--- config.mk ---
export PLATFORM = sky130hd
export DESIGN_NAME = pipeline_ctrl
export DESIGN_NICKNAME = d
export VERILOG_FILES = /design/src/rtl/bu2020_ctrl_pkg.sv /design/src/rtl/fwd_sel.sv /design/src/rtl/pipeline_ctrl.sv
export SDC_FILE = /design/constraint.sdc
export NUM_CORES = 1
export LEC_CHECK = 0
export ABC_AREA = 1
export BUFFER_PORTS_ARGS = -buffer_cell sky130_fd_sc_hd__buf_2
export CAP_MARGIN = 10
export CORE_UTILIZATION = 45
export DETAILED_ROUTE_END_ITERATION = 12
export GPL_TIMING_DRIVEN = 0
export PLACE_DENSITY_LB_ADDON = 0.12
export SLEW_MARGIN = 40
export SYNTH_ARGS = -nofsm -noshare
export SYNTH_HDL_FRONTEND = slang
export SYNTH_SLANG_ARGS = --single-unit
--- constraint.sdc ---
create_clock -name clk -period 1.5 [get_ports clk]
set_clock_uncertainty 0.05 [all_clocks]
set_input_delay 0.075 -clock clk [delete_from_list [all_inputs] [get_ports clk]]
set_output_delay 0.075 -clock clk [all_outputs]
set_load 0.01 [all_outputs]
--- src/rtl/bu2020_ctrl_pkg.sv ---
// Shared types and constants for the BU2020 pipeline sequencer.
// Covers the sequencer state encoding, the EX operand-select codes and the bubble instruction.
package bu2020_ctrl_pkg;

    typedef enum logic [1:0] {
        RUN      = 2'd0,
        MEM_WAIT = 2'd1,
        ERROR    = 2'd2
    } ctrl_state_t;

    localparam logic [1:0] FWD_RF  = 2'b00;
    localparam logic [1:0] FWD_MEM = 2'b01;
    localparam logic [1:0] FWD_WB  = 2'b10;

    // addi x0, x0, 0 : what a flushed stage register carries (wen = 0)
    localparam logic [31:0] NOP_INSN = 32'h0000_0013;

endpackage

--- src/rtl/fwd_sel.sv ---
// Per-operand forwarding comparator for the EX stage.
// The MEM-stage result is newer than the WB value, so it wins when both match.
module fwd_sel
    import bu2020_ctrl_pkg::*;
#(
    parameter int REG_AW = 3
) (
    input  logic [REG_AW-1:0] rs,
    input  logic [REG_AW-1:0] mem_rd,
    input  logic              mem_wen,
    input  logic [REG_AW-1:0] wb_rd,
    input  logic              wb_wen,
    output logic [1:0]        sel
);

    always_comb begin
        sel = FWD_RF;
        if (rs != '0) begin
            if (mem_wen && (mem_rd == rs)) begin
                sel = FWD_MEM;
            end else if (wb_wen && (wb_rd == rs)) begin
                sel = FWD_WB;
            end
        end
    end

endmodule

--- src/rtl/pipeline_ctrl.sv ---
// Central sequencer for the five-stage BU2020 pipeline: stage enables, flushes,
// operand forwarding selects, data-memory wait/timeout handling and a stall counter.
//
// state    | meaning
// ---------+------------------------------------------------------------------
// RUN      | normal issue; load-use stalls and branch flushes resolved here
// MEM_WAIT | data memory access pending, whole pipeline frozen
// ERROR    | access exceeded MAX_WAIT cycles; frozen until reset
module pipeline_ctrl
    import bu2020_ctrl_pkg::*;
#(
    parameter int REG_AW   = 3,
    parameter int MAX_WAIT = 16
) (
    input  logic              clk,
    input  logic              rst_n,
    input  logic [REG_AW-1:0] id_rs1,
    input  logic [REG_AW-1:0] id_rs2,
    input  logic              id_use_rs1,
    input  logic              id_use_rs2,
    input  logic [REG_AW-1:0] ex_rd,
    input  logic              ex_wen,
    input  logic              ex_is_load,
    input  logic [REG_AW-1:0] mem_rd,
    input  logic              mem_wen,
    input  logic [REG_AW-1:0] wb_rd,
    input  logic              wb_wen,
    input  logic              ex_branch_taken,
    input  logic              mem_req,
    input  logic              mem_ready,
    output logic              pc_en,
    output logic              if_id_en,
    output logic              id_ex_en,
    output logic              ex_mem_en,
    output logic              mem_wb_en,
    output logic              if_id_flush,
    output logic              id_ex_flush,
    output logic [1:0]        fwd_a,
    output logic [1:0]        fwd_b,
    output logic              mem_timeout,
    output logic [15:0]       stall_cycles
);

    localparam int CW = $clog2(MAX_WAIT);

    ctrl_state_t   state_q, state_d;
    logic [CW-1:0] wait_cnt_q, wait_cnt_d;
    logic [15:0]   stall_q, stall_d;

    logic hit_rs1, hit_rs2, load_use, mem_stall, issue;
    logic pc_en_c, if_id_en_c, id_ex_en_c, ex_mem_en_c, mem_wb_en_c;
    logic if_id_flush_c, id_ex_flush_c;
    logic [1:0] fwd_a_c, fwd_b_c;

    assign hit_rs1   = (id_rs1 != '0) && id_use_rs1 && ex_is_load && ex_wen && (ex_rd == id_rs1);
    assign hit_rs2   = (id_rs2 != '0) && id_use_rs2 && ex_is_load && ex_wen && (ex_rd == id_rs2);
    assign load_use  = hit_rs1 || hit_rs2;
    assign mem_stall = mem_req && !mem_ready;

    always_comb begin
        state_d       = state_q;
        wait_cnt_d    = wait_cnt_q;
        issue         = 1'b0;
        pc_en_c       = 1'b0;
        if_id_en_c    = 1'b0;
        id_ex_en_c    = 1'b0;
        ex_mem_en_c   = 1'b0;
        mem_wb_en_c   = 1'b0;
        if_id_flush_c = 1'b0;
        id_ex_flush_c = 1'b0;

        case (state_q)
            RUN: begin
                if (mem_stall) begin
                    state_d    = MEM_WAIT;
                    wait_cnt_d = CW'(1);
                end else begin
                    issue = 1'b1;
                end
            end
            MEM_WAIT: begin
                if (mem_ready) begin
                    issue      = 1'b1;
                    state_d    = RUN;
                    wait_cnt_d = '0;
                end else if (wait_cnt_q == CW'(MAX_WAIT - 1)) begin
                    state_d = ERROR;
                end else begin
                    wait_cnt_d = wait_cnt_q + 1'b1;
                end
            end
            default: begin
                state_d = ERROR;
            end
        endcase

        // Branch squashes the ID instruction, so its load-use hazard is moot
        if (issue) begin
            ex_mem_en_c = 1'b1;
            mem_wb_en_c = 1'b1;
            id_ex_en_c  = 1'b1;
            if (ex_branch_taken) begin
                pc_en_c       = 1'b1;
                if_id_en_c    = 1'b1;
                if_id_flush_c = 1'b1;
                id_ex_flush_c = 1'b1;
            end else if (load_use) begin
                id_ex_flush_c = 1'b1;
            end else begin
                pc_en_c    = 1'b1;
                if_id_en_c = 1'b1;
            end
        end
    end

    assign stall_d = (!pc_en_c && (stall_q != 16'hFFFF)) ? stall_q + 16'd1 : stall_q;

    always_ff @(posedge clk or negedge rst_n) begin
        if (!rst_n) begin
            state_q    <= RUN;
            wait_cnt_q <= '0;
            stall_q    <= '0;
        end else begin
            state_q    <= state_d;
            wait_cnt_q <= wait_cnt_d;
            stall_q    <= stall_d;
        end
    end

    fwd_sel #(.REG_AW(REG_AW)) u_fwd_a (
        .rs      (id_rs1),
        .mem_rd  (mem_rd),
        .mem_wen (mem_wen),
        .wb_rd   (wb_rd),
        .wb_wen  (wb_wen),
        .sel     (fwd_a_c)
    );

    fwd_sel #(.REG_AW(REG_AW)) u_fwd_b (
        .rs      (id_rs2),
        .mem_rd  (mem_rd),
        .mem_wen (mem_wen),
        .wb_rd   (wb_rd),
        .wb_wen  (wb_wen),
        .sel     (fwd_b_c)
    );

    // Gate every output with rst_n so nothing can pulse high while reset is held
    assign pc_en        = rst_n & pc_en_c;
    assign if_id_en     = rst_n & if_id_en_c;
    assign id_ex_en     = rst_n & id_ex_en_c;
    assign ex_mem_en    = rst_n & ex_mem_en_c;
    assign mem_wb_en    = rst_n & mem_wb_en_c;
    assign if_id_flush  = rst_n & if_id_flush_c;
    assign id_ex_flush  = rst_n & id_ex_flush_c;
    assign fwd_a        = rst_n ? fwd_a_c : FWD_RF;
    assign fwd_b        = rst_n ? fwd_b_c : FWD_RF;
    assign mem_timeout  = rst_n & (state_q == ERROR);
    assign stall_cycles = stall_q;

endmodule

# Yosys cells after proc, flatten, opt, wreduce, memory -nomap -nowiden
# Index checks and enable logic that the tools add are counted.
[word_totals]
register_bits = 22
inputBits = 26
output_inout_bits = 28
elab_cells = 74
[op_classes]
add_sub_neg = 2
eq_ne = 13
muxes = 28
bitwise_logic = 5
reduce_logical = 23
[ops]
columns = ["op", "n"]
rows = [
  ["two-way mux 2 bit", 11],
  ["== test 3 bit", 6],
  ["adder 16 x 1 -> 16 bit (second input constant)", 1],
  ["!= test 16 bit (second input constant)", 1],
  ["logical AND 1 bit", 14],
  ["two-way mux 4 bit", 3],
  ["two-way mux 1 bit", 11],
  ["one-hot mux 4 bit (2 select lines)", 1],
  ["!= test 3 bit (second input constant)", 2],
  ["nonzero test 3 bit", 2],
  ["AND 1 bit", 5],
  ["adder 4 x 1 -> 4 bit (second input constant)", 1],
  ["== test 4 bit (second input constant)", 1],
  ["one-hot mux 2 bit (2 select lines)", 1],
  ["AND reduction 3 bit", 1],
  ["== test 2 x 1 -> 1 bit (second input constant)", 1],
  ["== test 2 bit (second input constant)", 1],
  ["zero test 1 bit", 2],
  ["zero test 2 bit", 1],
  ["!= test 2 bit (second input constant)", 1],
  ["one-hot mux 1 bit (2 select lines)", 1],
  ["AND reduction 2 bit", 1],
  ["nonzero test 2 bit", 1],
  ["logical OR 1 bit", 1],
]

# Depth between registers and ports, before layout
# Gate-level depths: netlist of the first run.
[depth]
depth_word = 11
mapped_depth = 12
ltp_nobuf = 11

# Hierarchy
# A second synthesis of the first run with hierarchy kept.
[unflattened]
hier_cells = 287
area_unflattened_um2 = 1770.4
[by_module_without_submodules]
columns = ["mod", "instances", "cells_per_inst", "area_each_um2", "seq_area_each_um2"]
rows = [
  ["pipeline_ctrl", 1, 223, 1507.7, 550.5],
  ["fwd_sel", 2, 32, 131.4, 0.0],
]

# Worst setup path after synthesis of the first run
# OpenSTA, ideal clock, no wires.
[synth_path]
kind = "flip-flop to flip-flop"
from = "register stall_q[0], in the netlist stall_cycles[0]"
to = "register stall_q[7], in the netlist stall_cycles[7]"
setup_time_ns = 0.117
t_arrival_ns = 1.410
required_ns = 1.333
setup_slack_ns = -0.077
stages_incl_launch_ff = 10
n_path_buf = 1
synth_period_minus_slack_ns = 1.577
cell_sequence = "dfrtp_1 > ha_1 > nand2_1 > inv_1 > nand3_2 > nor2_1 > nand3_2 > buf_2 > nand3_1 > nand2_1"
[synth_between]
elab_chain_len = 2
word_cells_on_any_way = 3
classes_between = "add/sub (1); eq/ne (1); reduce/logical (1)"
[synth_lines]
columns = ["element", "line_no", "rtl"]
rows = [
  ["start: declaration", "pipeline_ctrl.sv:48", "logic [15:0] stall_q, stall_d;"],
  ["start signal: assignment", "pipeline_ctrl.sv:126", "stall_q <= stall_d;"],
  ["parallel branches: the longest is 2 deep, another holds adder 16 x 1 -> 16 bit", "-", ""],
]
# Several ways; the timed one is not identified.
# A chain may end at the register's enable or synchronous reset.

# Worst setup path in the final report of the first run
[layout_path]
from = "register stall_q[0], in the netlist stall_cycles[0]"
to = "register stall_q[1], in the netlist stall_cycles[1]"
# The elaborated chain is that of the path after synthesis.

==> flow_summary_export.csv, run 1 <==
group,metric,value,unit
routing,num_vias,1837,
power,peakVddDrop,0.353,mV
timing,hold_viol,0,
synth,ys_top_cells_by_area,"dfrtp_1, nand2_1, nand3_1",
die,die_x,61.8,um
timing,fin_crit_sh,114,%
timing,setup_viol,24,
worst_setup_path,crit_path_end,"stall_cycles[1]$_DFFE_PN0P_",
die,io_pins,54,
die,start_util,47.5,%
worst_setup_path,crit_fanout,7,
final_layout,final_cells,361,
worst_setup_path,reg2reg_to,"stall_cycles[1]$_DFFE_PN0P_",
synth,avgSynthCellArea,6.88,um^2
power,total_power,1.20,mW
global_route,grt_pass1_wl,6880,um
routing,wire_per_inst,13.2,um
final_layout,area_growth,51.4,%
die,fp-row-count,21,
routing,routed_wirelength,4770,um
timing,worstMarginPinSlew,0.514,ns
synth,syn_area,0.00161,mm^2
timing,rsz0062_at_grt,"true",
synth,syn_inst,234,
global_route,grt_max_degree,23,
clock_tree,clk_latency,0.33,ns
global_route,grt_usage,24.3,%
worst_setup_path,slowest_stage,"dfrtp_1",
placement,portBuffers,53,
timing,finalWorstSetupSlack,-0.214,ns
job,cap_violations,0,
final_layout,final_layout_size_suffix_gt1_share,46.7,%
worst_setup_path,cp-start-kind,"register",
worst_setup_path,rr_worst_depth,10,
timing,finalCriticalPeriod,1.71,ns
synth,yosys.cell_types.count,28,
routing,vias_per_cell,5.09,
timing,slew_violations,0,
worst_setup_path,worstPathArrival,1.92,ns
worst_setup_path,worst-r2r-setup-slack,-0.21,ns
synth,synth_area_leader_cell,"dfrtp_1",
clock_tree,cts_inserted_buffers,3,
timing,slew_headroom,65.8,%
clock_tree,cts_max_level,1,
die,die_h,61.8,um
global_route,grt_pass1_vias,1570,
placement,dp_hpwl,2760,um
worst_setup_path,cp-end-kind,"register",
worst_setup_path,worst-path-stages,10,
final_layout,nets,344,
worst_setup_path,crit_start,"stall_cycles[0]$_DFFE_PN0P_",
clock_tree,clock_path_buffers,2,
power,power_density,494,mW/mm^2
routing,drtPass1Iterations,4,
clock_tree,path_clk_slew,0.11,ns
routing,drc,0,
synth,ys_seq_elements,22,
clock_tree,cts_num_sinks,22,
placement,routabilityCongestion,0.852,
final_layout,n_antenna_cell,0,
clock_tree,root_buffer,"clkbuf_4",
status,status,"finished with violations",
clock_tree,cts_tree,"yes",
worst_setup_path,critPathBufInv,2,
worst_setup_path,critical_path.max_stage_delay,0.41,ns
synth,yosysTopAreaCellShare,34.2,%
worst_setup_path,criticalPathCategory,"reg -> reg",
die,dieArea,0.00382,mm^2
worst_setup_path,cp.required,1.71,ns
synth,synth_fp_nets,262,
placement,place_inst,333,
worst_setup_path,rr_startpoint,"stall_cycles[0]$_DFFE_PN0P_",
global_route,grt.overflow.total,0,
worst_setup_path,crit_path_cell_trace,"ha_2 > nand2_2 > inv_2 > nand3_4 > nor2_4 > nand3_4 > nand2_4 > buf_6 > nand2_2 > nand2_1",
worst_setup_path,crit_family,"simple AND/OR/NAND/NOR gates",
hold_path,hp-class,"in -> reg",
synth,yosys_warnings,0,
routing,ant_nets,0,
die,core_area,0.00339,mm^2
routing,drt_iter0_markers,181,
status,violations,"negative setup slack",
global_route,antenna_found_initial,0,
timing,clock.fmax,583,MHz
synth,seq_area_frac_synth,34.2,%
power,p_leak,1.30,nW
-- power by group --
part	switching (mW)	total [mW]	internal, mW
combinational	0.0849	0.146	0.0615
sequential	0	0.593	0.593
clock	0.193	0.464	0.271
-- how the worst min path moves through the flow --
stage / slack, ns / to / cells past startpoint / from
floorplan: -0.27 / stall_cycles[0]$_DFFE_PN0P_ / 0 / rst_n
global placement: 0.06 / wait_cnt_q[3]$_DFFE_PN0P_ / 1 / rst_n
detailed placement: 0.06 / wait_cnt_q[3]$_DFFE_PN0P_ / 1 / rst_n
CTS: 0.04 / wait_cnt_q[1]$_DFFE_PN0P_ / 4 / mem_ready
global route: 0.05 / wait_cnt_q[1]$_DFFE_PN0P_ / 4 / mem_ready
finish: 0.04 / wait_cnt_q[1]$_DFFE_PN0P_ / 4 / mem_ready
-- stage by stage --
stage                     worst slack (ns)  util (%)  hold slack [ns]  instance area (um^2)  setup TNS [ns]
final                               -0.214      71.9           0.0356                  2440           -3.08
after global routing                -0.241      71.9           0.0550                  2440           -5.00
after CTS                           -0.149      67.7           0.0419                  2290           -1.36
after detailed placement            -0.268      57.2           0.0557                  1940           -4.05
after global placement              -0.247      57.2           0.0592                  1940           -3.90
after floorplan                    -0.0642         -           -0.271                  1620          -0.812
-- cell usage after synthesis --
library cell / count
a211oi_1: 2
a21oi_1: 6
a32o_1: 1
buf_2: 2
buf_4: 4
buf_6: 1
dfrtp_1: 22
ha_1: 2
inv_1: 22
inv_2: 4
nand2_1: 71
nand2_2: 2
nand3_1: 27
nand3_2: 2
nand4_1: 2
nor2_1: 23
nor2_2: 1
nor3_1: 7
nor3_2: 2
nor3b_1: 2
nor4_1: 1
o2111a_1: 1
o21ai_0: 5
o21ai_1: 1
o22ai_1: 3
or2_2: 1
xnor2_1: 4
xor2_1: 13
-- tightest hold or removal path, stage by stage --
cell and delay, ns:
buf_2 0.10, nor2_1 0.06, nand2_1 0.05, o21ai_0 0.07
-- sequential cells by signal, summed over array words and instances, names as in the netlist --
register	count
wait_cnt_q	4
state_q	2
stall_cycles	16
-- cells by family (layout without fill, tap and decap cells) --
family,Yosys count,in the layout,share of synthesized area [%]
buf+inv,33,114,9.25
fa+ha+maj,2,2,1.55
xor+xnor,17,17,9.25
flops,22,22,34.2
simple gates,141,141,38.6
compound gates,19,19,7.15
-- what timing repair did --
action	4_1_cts	5_1_grt
cloned	2	0
hold buffers	2	1
hold endpoints to repair	23	22
pin swaps	11	19
resized for setup	49	24
endpoints found under the setup margin	25	25
buffers inserted	11	9
-- routing by layer --
layer / global-route usage [%] / part of all wire [%]
met1: 32.2 / 44
met2: 42.5 / 50
met3: 2.90 / 5.2
met4: 5.71 / 1.5
met5: 0 / 0
-- cell usage in the layout (no fill, tap or decap), types with 2 or more instances in the layout --
master         instances
buf_2                 53
dfrtp_1               20
nand3_1               15
buf_6                  9
inv_2                  7
a211oi_1               2
xor2_1                13
dlygate4sd3_1          2
o21ai_0                4
dfrtp_2                2
a21oi_1                6
nor2_2                 4
nor3_2                 3
nor3_1                 5
nand2_1               50
ha_2                   2
nand2_2               18
o22ai_1                3
nand4_1                2
xnor2_1                4
inv_1                 19
nor2_4                 2
nand2_4                5
nor3b_1                2
nor2_1                18
buf_4                 20
nand3_2               10
nand3_4                4
clkbuf_4               3
-- layout make-up --
cell class | instances | area, um^2
clock inverter | 1 | 30.0
multi-input combinational | 179 | 1140
sequential | 22 | 553
timing repair buffer | 77 | 469
tap | 46 | 57.6
inverter | 26 | 97.6
fill | 259 | 952
buffer | 7 | 67.6
clock buffer | 3 | 22.5
No activity file was read; power rests on OpenSTA's default activity.
==> inputs of run 2 (changes only) <==
--- a/config.mk
+++ b/config.mk
@@ -5,11 +5,10 @@
 export SDC_FILE = /design/constraint.sdc
 export NUM_CORES = 1
 export LEC_CHECK = 0
-export ABC_AREA = 1
-export BUFFER_PORTS_ARGS = -buffer_cell sky130_fd_sc_hd__buf_2
 export CAP_MARGIN = 10
-export CORE_UTILIZATION = 45
+export CORE_UTILIZATION = 25
 export DETAILED_ROUTE_END_ITERATION = 12
+export DONT_BUFFER_PORTS = 1
 export GPL_TIMING_DRIVEN = 0
 export PLACE_DENSITY_LB_ADDON = 0.12
 export SLEW_MARGIN = 40
==> flow_summary_export.csv, run 2 <==
group,metric,value,unit
status,status,"finished with violations",
status,violations,"negative setup slack",
worst_setup_path,worstPathArrival,1.81,ns
synth,synth_area_leader_cell,"dfrtp_1",
synth,synthArstFlopShare,100,%
hold_path,whs_path_depth,3,
timing,rsz0062_at_grt,"true",
die,die_h,79.8,um
placement,routabilityCongestion,0.812,
worst_setup_path,crit_path_cell_trace,"ha_4 > buf_4 > a211o_4 > nor4b_4 > xor2_1",
timing,worstMarginPinSlew,0.396,ns
final_layout,final_layout_size_suffix_gt1_share,44.8,%
synth,seq_area_frac_synth,36.4,%
synth,yosys_warnings,0,
final_layout,final_cell_mix,"buf_4, nor2_1, dfrtp_2",
worst_setup_path,rr_worst_depth,5,
die,start_util,26.6,%
synth,syn_inst,168,
timing,hold_ws,0.102,ns
synth,synth_fp_nets,196,
final_layout,utilization,37.3,%
worst_setup_path,critPathBufInv,1,
synth,yosys.cell_types.count,39,
placement,post_dp_cell_area,0.00165,mm^2
routing,routed_wirelength,4140,um
synth,syn_area,0.00151,mm^2
routing,ant_nets,0,
worst_setup_path,criticalPathCategory,"reg -> reg",
timing,setup_viol,15,
power,p_leak,0.794,nW
global_route,grt_max_degree,23,
die,fp-row-count,27,
worst_setup_path,slowest_stage,"dfrtp_2",
placement,dp_hpwl,2840,um
worst_setup_path,crit_family,"flip-flops",
synth,synth_edf_count,0,
timing,fin_crit_sh,111,%
global_route,grt.overflow.total,0,
synth,ys_top_cells_by_area,"dfrtp_1, xor2_1, xnor2_1",
hold_path,hp-class,"in -> reg",
routing,drc,0,
routing,wire_per_inst,15.5,um
die,core_area,0.00568,mm^2
worst_setup_path,cp-end-kind,"register",
worst_setup_path,critical_path.max_stage_delay,0.47,ns
routing,vias_per_cell,5.03,
worst_setup_path,crit_fanout,4,
synth,avgSynthCellArea,9.00,um^2
timing,slew_headroom,73.5,%
die,die_x,79.8,um
synth,ys_seq_elements,22,
power,peakVddDrop,0.461,mV
power,power_density,931,mW/mm^2
final_layout,stdcell_area,0.00211,mm^2
clock_tree,cts_tree,"yes",
global_route,antenna_found_initial,0,
timing,finalCriticalPeriod,1.66,ns
routing,drtPass1Iterations,5,
synth,yosysTopAreaCellShare,36.4,%
synth,synth_common_cells,"dfrtp_1, nor2_1, nand2_1",
timing,tns,-0.913,ns
placement,portBuffers,0,
timing,slew_violations,0,
routing,num_vias,1338,
clock_tree,path_clk_slew,0.09,ns
final_layout,largest_reg_flops,16,
final_layout,final_common_cell,"buf_4",
clock_tree,cts_max_level,1,
global_route,grt_pass1_wl,6710,um
routing,drt_iter0_markers,38,
die,io_pins,54,
clock_tree,clk_latency,0.27,ns
clock_tree,cts_inserted_buffers,3,
timing,clock.fmax,603,MHz
global_route,grt_usage,13.7,%
job,cap_violations,0,
final_layout,n_antenna_cell,0,
final_layout,area_growth,39.9,%
clock_tree,clock_path_buffers,2,
worst_setup_path,worst-path-stages,5,
final_layout,fillerInstances,554,
final_layout,nets,223,
global_route,grt_pass1_vias,1349,
clock_tree,cts_num_sinks,22,
die,dieArea,0.00636,mm^2
worst_setup_path,cp-start-kind,"register",
timing,hold_viol,0,
worst_setup_path,cp.required,1.65,ns
clock_tree,root_buffer,"clkbuf_8",
synth,synthFlopType,"dfrtp_1",
timing,finalWorstSetupSlack,-0.158,ns
run 2: cell types whose count changed in the layout (fill, tap and decap cells not counted), sizes merged, moves of 2 or more:
cell | previous run | this run
nand2 | 73 | 16
buf | 82 | 28
inv | 26 | 3
nand3 | 29 | 10
xnor2 | 4 | 14
nand4 | 2 | 6
nor4b | 0 | 4
a31oi | 0 | 3
a211oi | 2 | 0
clkbuf | 3 | 5
mux2 | 0 | 2
nor2 | 24 | 22
run 2: logic make-up after synthesis:
kind of cell	share of synthesized area, %
muxes	2.15
and+or+nand+nor	26.3
adders and majority gates	1.66
xor gates and xnor gates	16.6
AOI/OAI and AO/OA	11.5
buffers and inverters	5.30
DFF	36.4
run 2: layer usage:
metal | vias to the layer above | part of all wire [%] | track usage, %
met2 | 30 | 54 | 24.4
met3 | 4 | 3.8 | 3.77
met4 | 0 | 0.63 | 2.50
met1 | 663 | 42 | 16.4
li1 | 641 | - | -
met5 | - | 0 | 0
run 2: metrics by stage:
| stage | instances | setup WS (ns) | total power, mW |
|---|---|---|---|
| 2_1_floorplan | 168 | -0.161 | 1.17 |
| 3_3_place_gp | 240 | -0.288 | 1.25 |
| 3_5_place_dp | 240 | -0.312 | 1.26 |
| 4_1_cts | 257 | -0.180 | 1.94 |
| 5_1_grt | 266 | -0.210 | 2.09 |
| 6_report | 266 | -0.158 | 1.97 |
run 2: cell type report:
class	instances	area [um^2]	share of cell area (%)
tap	72	90.1	4.26
sequential	22	568	26.9
clock inverter	1	30.0	1.42
multi-input combinational	134	1090	51.6
buffer	9	80.1	3.79
clock buffer	3	41.3	1.95
timing repair buffer	22	200	9.47
inverter	3	13.8	0.651
run 2: final timing paths:
kind,start,endpoint,slack (ns)
hold reg to reg,wait_cnt_q[3]$_DFFE_PN0P_,wait_cnt_q[3]$_DFFE_PN0P_,0.48
setup reg to reg,stall_cycles[1]$_DFFE_PN0P_,stall_cycles[13]$_DFFE_PN0P_,-0.16
max in group asynchronous,rst_n,stall_cycles[1]$_DFFE_PN0P_,1.06
hold / removal,mem_req,wait_cnt_q[0]$_DFFE_PN0P_,0.10
min in group asynchronous,rst_n,stall_cycles[11]$_DFFE_PN0P_,0.17
setup / recovery,stall_cycles[1]$_DFFE_PN0P_,stall_cycles[13]$_DFFE_PN0P_,-0.16
run 2: worst reg2reg max path, delay by kind of cell, from the launching register on:
kind	cells	cell delay, ns
xor gates and xnor gates	1	0.16
AOI/OAI and AO/OA	1	0.36
buffers and inverters	1	0.13
and+or+nand+nor	1	0.24
DFF	1	0.47
adders and majority gates	1	0.19
run 2: power breakdown:
part           switching, mW  leakage (nW)  internal, mW
combinational          0.205         0.497         0.256
sequential             0.223         0.261         0.715
clock                  0.211        0.0357         0.357
run 2: what timing repair did:
action,CTS,global route
gates cloned,1,0
resized for setup,29,27
pin swaps,14,15
setup buffers,10,9
hold endpoints to repair,22,0
hold buffers,2,0
endpoints found under the setup margin,26,24
